===== src/rtl/inst_fetch_stage.sv =====
// Instruction fetch stage: owns the PC, buffers fetched words in a small FIFO and
// hands them to the core under a valid/stall handshake, with branch redirect and HALT.
module inst_fetch_stage #(
  parameter int          PC_WIDTH    = 8,
  parameter int          INST_WIDTH  = 16,
  parameter int          DEPTH       = 2,
  parameter logic [3:0]  HALT_OPCODE = 4'hF
) (
  input  logic                  clk,
  input  logic                  reset,
  output logic [PC_WIDTH-1:0]   pc,
  input  logic [INST_WIDTH-1:0] inst_in,
  input  logic                  inst_in_valid,
  output logic [INST_WIDTH-1:0] inst_out,
  output logic [PC_WIDTH-1:0]   inst_out_pc,
  output logic                  inst_out_valid,
  input  logic                  stall,
  input  logic                  branch_taken,
  input  logic [PC_WIDTH-1:0]   branch_target,
  output logic                  halted
);

  localparam int AW = $clog2(DEPTH);
  localparam int CW = AW + 1;

  typedef enum logic {RUN, HALTED} state_t;

  state_t                state;
  logic [INST_WIDTH-1:0] mem_inst [DEPTH];
  logic [PC_WIDTH-1:0]   mem_pc   [DEPTH];
  logic [AW-1:0]         wr_ptr;
  logic [AW-1:0]         rd_ptr;
  logic [CW-1:0]         count;

  logic                  pop;
  logic                  push;
  logic [AW-1:0]         rd_ptr_nxt;
  logic [CW-1:0]         remaining;
  logic                  is_halt;

  // NOTE: every always_comb output gets a default first so no latch can be inferred.
  always_comb begin
    pop        = 1'b0;
    push       = 1'b0;
    rd_ptr_nxt = rd_ptr;
    remaining  = count;
    is_halt    = (inst_in[INST_WIDTH-1 -: 4] == HALT_OPCODE);
    pop        = inst_out_valid && !stall;
    push       = (state == RUN) && inst_in_valid && !branch_taken &&
                 ((count < CW'(DEPTH)) || pop);
    rd_ptr_nxt = rd_ptr + AW'(pop);
    // Entries left in storage after the pop, before this cycle's push lands.
    remaining  = count - CW'(pop);
  end

  // NOTE: storage is not reset; the pointers and count alone define which entries are live.
  always_ff @(posedge clk) begin
    if (!reset && push) begin
      mem_inst[wr_ptr] <= inst_in;
      mem_pc[wr_ptr]   <= pc;
    end
  end

  always_ff @(posedge clk) begin
    if (reset) begin
      pc             <= '0;
      wr_ptr         <= '0;
      rd_ptr         <= '0;
      count          <= '0;
      inst_out       <= '0;
      inst_out_pc    <= '0;
      inst_out_valid <= 1'b0;
      state          <= RUN;
      halted         <= 1'b0;
    end else if (branch_taken) begin
      pc             <= branch_target;
      wr_ptr         <= '0;
      rd_ptr         <= '0;
      count          <= '0;
      inst_out_valid <= 1'b0;
      state          <= RUN;
      halted         <= 1'b0;
    end else begin
      if (push) begin
        wr_ptr <= wr_ptr + AW'(1);
        pc     <= pc + PC_WIDTH'(1);
        if (is_halt) begin
          state  <= HALTED;
          halted <= 1'b1;
        end
      end
      rd_ptr <= rd_ptr_nxt;
      count  <= count + CW'(push) - CW'(pop);

      // The head register reloads from storage, or takes the pushed word directly
      // when storage would otherwise be empty; with nothing left it holds its value.
      if (remaining != '0) begin
        inst_out       <= mem_inst[rd_ptr_nxt];
        inst_out_pc    <= mem_pc[rd_ptr_nxt];
        inst_out_valid <= 1'b1;
      end else if (push) begin
        inst_out       <= inst_in;
        inst_out_pc    <= pc;
        inst_out_valid <= 1'b1;
      end else begin
        inst_out_valid <= 1'b0;
      end
    end
  end

endmodule


===== config.mk =====
export PLATFORM = sky130hd
export DESIGN_NAME = inst_fetch_stage
export DESIGN_NICKNAME = d
export VERILOG_FILES = /design/src/rtl/inst_fetch_stage.sv
export SDC_FILE = /design/constraint.sdc
export NUM_CORES = 1
export LEC_CHECK = 0
export CAP_MARGIN = 20
export CORE_MARGIN = 8
export CORE_UTILIZATION = 30
export DETAILED_ROUTE_END_ITERATION = 12
export PLACE_DENSITY = 0.6
export RECOVER_POWER = 50
export SETUP_SLACK_MARGIN = 0.02
export SYNTH_ARGS = -nofsm -noshare
export SYNTH_HDL_FRONTEND = slang
export SYNTH_SLANG_ARGS = --single-unit
export TNS_END_PERCENT = 1

===== constraint.sdc =====
create_clock -name clk -period 2.8 [get_ports clk]
set_clock_uncertainty 0.05 [all_clocks]
set_input_delay 0.28 -clock clk [delete_from_list [all_inputs] [get_ports clk]]
set_output_delay 0.28 -clock clk [all_outputs]
set_load 0.03 [all_outputs]

==> out/results.txt, run 1 <==
Warnings, synthesis = 0
Least-Margin Pin Slew = 0.528 ns
CP arrival = 2.53 ns
First-pass DRT Iterations = 4
Outcome = complete, no violations
Vias in the first global route = 2748
CTS buffer count = 9
Synthesized area = 0.00357 mm^2
Reg-to-Reg End = inst_out[12]
Crit path kind = in2reg
Worst r2r src = inst_out_valid
Buffers on Ports = 62
HP Start = inst_out[7]
Core Box Area = 0.0118 mm^2
Seq. cell area = 0.00220 mm^2
Fraction of registers with async set or reset after synthesis = 0%
Crit start category = primary input
Final setup vio count = 0
Worst Hold Path Cells = 2
# rows = 40
Synth top area share = 40.4%
Setup TNS = 0 ns
Synth area leaders = edfxtp_1, dfxtp_1, a2111oi_0
Worst Setup End Kind = register
Largest net degree at the start of global routing = 38
CTS root buf = clkbuf_16
Final worst path period share = 85.5%
Synth Instances = 297
Die X = 125 um
Post-cts resize count = 0
Die ar. = 0.0156 mm^2
Critical path fanouts, max = 16
Crit path time final = 2.40 ns
FF+latch count, synth = 86
Area of the multi-input gates = 0.00122 mm^2
Peak supply drop = 0.224 mV
Hold Path Class = reg2reg
CTS tree = built
Reg-to-reg slack, setup = 0.52 ns
First DRT Iteration DRCs = 128
Max-Cap Viols = 0
Synthesis-to-finish area growth = 30.7%
Post-synth top cells = nor2_1, edfxtp_1, a2111oi_0
Static leakage = 1.64 nW
CP required = 2.94 ns
Vias = 2563
Post-Route WL = 8860 um
Nets@finish = 392
Highest Clock Rate = 417 MHz
Number of synthesized flops with an enable pin = 48
Final Max Tran Viols = 0
Final Hold Vio Count = 0
Residual DRC = 0
Total gr overflow = 0
Share of cells above drive strength 1 = 8.77%
Top_reg_cell synth = edfxtp_1
Antenna diode count = 0
Mapped Nets = 329
Most frequent cell after synthesis = nor2_1
Postcts setup bufs = 0
Fill cells = 1148
WL/cell = 17.3 um
Clk pin slew, worst setup/hold paths = 0.06 ns
Initial core utilization = 30.2%
ANT nets after route = 0
Antenna violations before repair = 0
Syn Area/Cell = 12.0 um^2
Minimum hold slack = 0.453 ns
Die Ht = 125 um
Hold Path Sink = inst_out[7]
GR peak layer = met2
Met1 GRT Util = 13.5%
Max Root-Sink Buffers = 2
RD Place Congestion = 0.743
Hold-fix buffers at CTS = 0
Clk_lat worst skew = 0.34 ns
Avg Vias per Cell = 5.01
Max-slew headroom = 63.9%
Global-route wire length before repair = 14300 um
H-tree levels = 3
RSZ-0062 raised after global routing = no
DPL Wire Length = 5900 um
Pwr/cell area = 652 mW/mm^2
Core Util, Final = 39.5%
Reg2Reg Depth = 7
Num Clock Sinks = 86
Synth area leader = edfxtp_1
I/O pins = 63
Met2 Usage GRT = 19.7%
Sequential area share after synthesis = 61.7%
Gr usage total = 11.6%
Grt met3 use = 3.14%
Cell variety after synth = 33
## layout by cell type (no fill, tap or decap), types with 2 or more instances in the layout
cell type        count
clkbuf_1             3
nand3_1              3
and2b_1              4
nand2b_1             2
edfxtp_1            48
mux2i_1              7
inv_1                3
xnor2_1              4
a2111oi_1            7
clkbuf_16            9
ha_1                 3
nor3_1               5
a211oi_1             6
nand2_1              2
xor2_1               7
buf_4               11
a2111oi_0           42
clkdlybuf4s50_1     20
dfxtp_1             38
dlygate4sd3_1       42
a21oi_1              2
nor2_1              58
clkbuf_8             2
nor2b_1             22
## sequential cells by signal, summed over array words and instances (netlist names)
| register | flops |
|---|---|
| inst_out_valid | 1 |
| wr_ptr | 1 |
| pc | 8 |
| rd_ptr | 1 |
| inst_out_pc | 8 |
| inst_out | 16 |
| state | 1 |
| count | 2 |
| mem_pc | 16 |
| mem_inst | 32 |
## layout make-up
cell class	instances	area share (%)
Sequential cell	86	47.2
Clock inverter	3	0.939
Multi-Input combinational cell	183	26.3
Tap cell	147	3.94
Timing Repair Buffer	75	15.6
Clock buffer	13	5.58
Inverter	5	0.456
## critical path, cell delays in order
cell and delay (ns):
clkdlybuf4s50_1 0.45, nand2b_1 0.29, inv_4 0.09, xnor2_1 0.43, buf_4 0.30, nor2b_1 0.06, a2111oi_0 0.49, a2111oi_1 0.14
## report_power, final
group	switching [mW]	internal [mW]
Clock	0.469	0.741
Sequential	0.0405	1.39
Combinational	0.241	0.158
## worst max path at each step
stage / startpoint / end / cells after the start
5_1_grt: stall / inst_out[0] / 8
3_5_place_dp: stall / inst_out[12] / 8
4_1_cts: stall / inst_out[12] / 8
3_3_place_gp: stall / inst_out[8] / 7
6_report: stall / inst_out[12] / 8
2_1_floorplan: inst_out_valid / mem_inst[0][0] / 5
## metrics by stage
step | cells | cell area, um^2 | setup slack, ns | total power [mW]
floorplan | 297 | 3570 | 0.0572 | 1.69
global placement | 496 | 4380 | 0.204 | 1.88
detailed placement | 496 | 4380 | 0.142 | 1.89
CTS | 512 | 4690 | 0.466 | 3.09
global route | 512 | 4660 | 0.154 | 3.16
finish | 512 | 4660 | 0.405 | 3.04
## routing by layer
layer / part of all wire, % / wire length, um / vias to the layer above
li1: - / - / 1238
met1: 45 / 3990 / 1261
met2: 49 / 4350 / 51
met3: 4.2 / 375 / 13
met4: 1.6 / 139 / 0
met5: 0 / 0 / -
## cell families (layout without fill, tap and decap cells)
logic type                 after synthesis  after routing  synth area share, %
AOI/OAI and AO/OA                       59             59                 14.5
xor gates and xnor gates                11             11                 2.91
adders and majority gates                3              3                 1.05
buffers and inverters                   28             96                 3.82
DFF                                     86             86                 61.7
muxes                                    8              8                 2.38
and+or+nand+nor                        102            102                 13.6
Note: power is estimated with default switching activity, not from simulation.
==> run 2, diff against run 1 <==
--- a/config.mk
+++ b/config.mk
@@ -6,6 +6,7 @@
 export NUM_CORES = 1
 export LEC_CHECK = 0
 export CAP_MARGIN = 20
+export CORE_ASPECT_RATIO = 0.9
 export CORE_MARGIN = 8
 export CORE_UTILIZATION = 30
 export DETAILED_ROUTE_END_ITERATION = 12
==> out/results.txt, run 2 (synthesis gave the netlist of run 1 again) <==
Die ar. = 0.0156 mm^2 (about the same)
CTS buffer count = 9 (unchanged)
Crit path time final = 2.36 ns (-0.0318 ns)
Hold-fix buffers at CTS = 0 (unchanged)
Largest register FFs = 32 (unchanged)
First DRT Iteration DRCs = 154 (+20%)
Hold Path Class = reg2reg
Die Ht = 119 um (-4.5%)
CP arrival = 2.50 ns (-0.03 ns)
Largest register by flop count = mem_inst
Final worst path period share = 84.4% (-1.1 points)
Post-Route WL = 8690 um (-1.8%)
ANT nets after route = 0 (unchanged)
Crit start category = primary input
Buffers on Ports = 62 (unchanged)
Avg Vias per Cell = 4.81 (-3.8%)
Outcome = complete, no violations
Crit path kind = in2reg
RD Place Congestion = 0.767 (+3.2%)
Static leakage = 1.68 nW (+2.5%)
Antenna diode count = 0 (unchanged)
Share of cells above drive strength 1 = 9.26% (+0.50 points)
CTS root buf = clkbuf_16
Max-Cap Viols = 0 (unchanged)
WL/cell = 16.6 um (-3.9%)
Num Clock Sinks = 86 (unchanged)
Synthesis-to-finish area growth = 33.8%
Minimum hold slack = 0.459 ns (+0.00594 ns)
Nets@finish = 394 (+0.51%)
DPL Wire Length = 5820 um (-1.4%)
Max-slew headroom = 67.5% (+3.6 points)
Initial core utilization = 31.0% (+0.74 points)
Vias in the first global route = 2661 (-3.2%)
CTS tree = built
# rows = 37 (-7.5%)
First-pass DRT Iterations = 4 (unchanged)
Pwr/cell area = 685 mW/mm^2 (+5.1%)
Highest Clock Rate = 423 MHz (+1.3%)
Final setup vio count = 0 (unchanged)
Residual DRC = 0 (unchanged)
H-tree levels = 3 (unchanged)
Setup TNS = 0 ns (unchanged)
Fill cells = 1109 (-3.4%)
Peak supply drop = 0.240 mV (+7.1%)
Commonest non-fill, non-tap cell in the layout = nor2_1
CP required = 2.94 ns (about the same)
Post-cts resize count = 0 (unchanged)
Vias = 2518 (-1.8%)
Antenna violations before repair = 0 (unchanged)
Max Root-Sink Buffers = 2 (unchanged)
Postcts setup bufs = 0 (unchanged)
RSZ-0062 raised after global routing = no
Final Max Tran Viols = 0 (unchanged)
Clk_lat worst skew = 0.33 ns (about the same)
Global-route wire length before repair = 14100 um (-1.5%)
Largest net degree at the start of global routing = 50 (+32%)
Top Registers = mem_inst x32, inst_out x16, mem_pc x16
Gr usage total = 11.6% (+0.089 points)
Least-Margin Pin Slew = 0.475 ns (-0.0529 ns)
Critical path fanouts, max = 28 (+12)
Die X = 131 um (+4.7%)
Clk pin slew, worst setup/hold paths = 0.06 ns (about the same)
Most frequent cells in the layout = nor2_1, edfxtp_1, dlygate4sd3_1, a2111oi_0, dfxtp_1
I/O pins = 63 (unchanged)
Core Box Area = 0.0115 mm^2 (-2.4%)
Final Hold Vio Count = 0 (unchanged)
Worst Setup End Kind = register
Total gr overflow = 0 (unchanged)
## run 2: changes by cell type in the layout (fill, tap and decap cells not counted)
cell,previous run,this run
buf_12,1,2
inv_6,0,1
xnor2_4,0,1
clkdlybuf4s50_1,20,19
clkinv_1,0,1
dlygate4sd3_1,42,43
clkinv_4,1,0
clkinv_2,1,0
clkbuf_8,2,0
xnor2_1,4,3
bufinv_16,1,4
## run 2: critical path, stage by stage
cell and delay, ns:
dlygate4sd3_1 0.52, nand2b_1 0.30, inv_4 0.11, xnor2_4 0.43, buf_12 0.24, nor2b_1 0.06, a2111oi_0 0.45, a2111oi_1 0.11
## run 2: per-layer routing
layer	part of all wire (%)	vias to the layer above	track usage (%)	wire [um]
met2	47	50	18.9	4120
li1	-	1244	-	-
met1	46	1216	14.4	4020
met5	0	-	0	0
met3	5.5	8	3.84	481
met4	0.84	0	3.23	73
## run 2: per-stage QoR
step	cells	worst slack, ns	utilization [%]	instance area [um^2]	power (mW)
final	523	0.436	41.4	4770	3.27
after global placement	507	0.215	38.3	4420	1.88
after floorplan	297	0.0572	-	3570	1.69
after CTS	523	0.506	41.5	4780	3.33
after global routing	523	0.191	41.4	4770	3.40
after detailed placement	507	0.162	38.3	4420	1.89
## run 2: path summary, 6_finish.rpt
check	start	endpoint	slack [ns]	cells past startpoint
max	stall	inst_out[13]	0.44	8
min	inst_out_pc[6]	inst_out_pc[6]	0.46	2
max reg2reg	inst_out_valid	inst_out[13]	0.64	7
min reg2reg	inst_out_pc[6]	inst_out_pc[6]	0.46	2
## run 2: area by class of cell
class	instances	area (um^2)	area share, %
sequential	86	2200	46.1
multi-input combinational	183	1240	26.0
timing repair buffer	77	751	15.7
clock buffer	10	229	4.80
tap	156	195	4.09
clock inverter	6	133	2.78
inverter	5	21.3	0.445
## run 2: report_power, final
part           switching [mW]  internal, mW  total [mW]
Clock                   0.475         0.962        1.44
Sequential             0.0388          1.39        1.43
Combinational           0.243         0.161       0.404
==> run 3, diff against run 2 <==
==> constraint.sdc (replaced) <==
create_clock -name clk -period 2.2 [get_ports clk]
set_clock_uncertainty 0.05 [all_clocks]
set_input_delay 0.22 -clock clk [delete_from_list [all_inputs] [get_ports clk]]
set_output_delay 0.22 -clock clk [all_outputs]
set_load 0.03 [all_outputs]
==> out/results.txt, run 3 (synthesis gave the netlist of run 1 again) <==
Outcome = complete, no violations
Static leakage = 1.72 nW (+2.1%)
Synthesis-to-finish area growth = 36.6%
Crit start category = primary input
Top Registers = mem_inst x32, inst_out x16, mem_pc x16
Peak supply drop = 0.382 mV (+59%)
Nets@finish = 405 (+2.8%)
Antenna diode count = 0 (unchanged)
CP arrival = 2.18 ns (-0.32 ns)
Max Root-Sink Buffers = 2 (unchanged)
CP max stage cell = a2111oi_0
CTS root buf = clkbuf_16
CTS buffer count = 9 (unchanged)
Largest register by flop count = mem_inst
Worst Setup End Kind = register
Clk_lat worst skew = 0.33 ns (about the same)
Share of cells above drive strength 1 = 11.9% (+2.6 points)
First-pass DRT Iterations = 4 (unchanged)
Core Box Area = 0.0115 mm^2 (unchanged)
Final setup vio count = 0 (unchanged)
Crit path kind = in2reg
Initial core utilization = 31.0% (unchanged)
Max-slew headroom = 56.7% (-11 points)
Antenna violations before repair = 0 (unchanged)
CP required = 2.33 ns (-0.61 ns)
CTS tree = built
Global-route wire length before repair = 14600 um (+4.2%)
Residual DRC = 0 (unchanged)
First DRT Iteration DRCs = 186 (+21%)
Die X = 131 um (unchanged)
Final Hold Vio Count = 0 (unchanged)
Post-Route WL = 8980 um (+3.2%)
Vias in the first global route = 2753 (+3.5%)
Postcts setup bufs = 0 (unchanged)
Final worst slack = 0.153 ns (-0.284 ns)
CP peak stage delay = 0.57 ns (+0.05 ns)
Finished Layout Cells = 534 (+2.1%)
Die ar. = 0.0156 mm^2 (unchanged)
RD Place Congestion = 0.742 (-3.2%)
Largest register FFs = 32 (unchanged)
# rows = 37 (unchanged)
Hold Path Class = in2reg
H-tree levels = 3 (unchanged)
Avg Vias per Cell = 4.84 (+0.55%)
Clk pin slew, worst setup/hold paths = 0.06 ns (about the same)
Final worst path period share = 93.1%
Die Ht = 119 um (unchanged)
Dpl cells = 518 (+2.2%)
Largest net degree at the start of global routing = 38 (-24%)
WL/cell = 16.8 um (+1.1%)
Final Max Tran Viols = 0 (unchanged)
DP Worst Slack = -0.144 ns (-0.306 ns)
DPL Wire Length = 6060 um (+4.2%)
Buffers on Ports = 62 (unchanged)
Least-Margin Pin Slew = 0.634 ns (+0.158 ns)
Critical path fanouts, max = 24 (-14%)
Gr usage total = 12.1% (+0.42 points)
Vias = 2585 (+2.7%)
I/O pins = 63 (unchanged)
Setup TNS = 0 ns (unchanged)
Num Clock Sinks = 86 (unchanged)
Most frequent cells in the layout = nor2_1, edfxtp_1, dlygate4sd3_1, a2111oi_0, dfxtp_1
Total gr overflow = 0 (unchanged)
Crit path time final = 2.05 ns
RSZ-0062 raised after global routing = yes
Max-Cap Viols = 0 (unchanged)
Highest Clock Rate = 488 MHz
Buffers plus inverters on the worst setup path = 3 (unchanged)
Pwr/cell area = 802 mW/mm^2 (+17%)
Minimum hold slack = 0.442 ns (-0.0165 ns)
ANT nets after route = 0 (unchanged)
Cell family with most CP delay = compound AO/OA/AOI/OAI gates
Commonest non-fill, non-tap cell in the layout = nor2_1
Critical path cell sequence = clkdlybuf4s50_1 -> nand2b_1 -> inv_4 -> mux2_4 -> buf_12 -> a2111oi_0 -> a2111oi_1
==> run 3: worst paths after layout <==
kind	to	cells after the start	slack (ns)	start
min	pc[2]	3	0.44	branch_target[2]
min reg2reg	inst_out[1]	2	0.45	inst_out[1]
max	inst_out[14]	7	0.15	stall
max reg2reg	inst_out[14]	6	0.17	inst_out_valid
==> run 3: cell type report <==
type / count / area (um^2)
fill: 1067 / 6650
sequential: 86 / 2200
multi-input combinational: 183 / 1250
timing repair buffer: 88 / 901
clock buffer: 9 / 225
tap: 156 / 195
clock inverter: 7 / 78.8
inverter: 5 / 21.3
==> run 3: through the flow <==
| step | cell area (um^2) | util [%] | total power, mW |
|---|---|---|---|
| after floorplan | 3580 | - | 2.15 |
| after CTS | 4890 | 42.4 | 3.99 |
| after global routing | 4870 | 42.3 | 4.07 |
| after global placement | 4580 | 39.8 | 2.43 |
| final | 4870 | 42.3 | 3.91 |
| after detailed placement | 4580 | 39.8 | 2.45 |
==> run 3: metal layers <==
layer / wire length [um] / share of wire (%) / GRT usage (%) / vias to the layer above
met4: 131 / 1.5 / 4.80 / 0
met2: 4190 / 47 / 19.0 / 56
li1: - / - / - / 1270
met3: 500 / 5.6 / 3.52 / 13
met5: 0 / 0 / 0 / -
met1: 4150 / 46 / 15.2 / 1246
==> run 3: what timing repair did <==
item,4_1_cts,5_1_grt
gates resized for setup,0,1
setup endpoints to repair,0,3
hold buffers,0,0
==> run 3: report_power, final <==
part | leakage [nW] | internal (mW) | switching [mW]
Combinational | 0.833 | 0.236 | 0.326
Sequential | 0.749 | 1.77 | 0.0425
Clock | 0.139 | 0.891 | 0.642
Total | 1.72 | 2.90 | 1.01
==> run 3: tightest hold or removal path, delay by kind of cell <==
kind                   cells  cell delay, ns
buffers and inverters      1            0.39
multiplexers               1            0.12
AND/OR/NAND/NOR            1            0.05
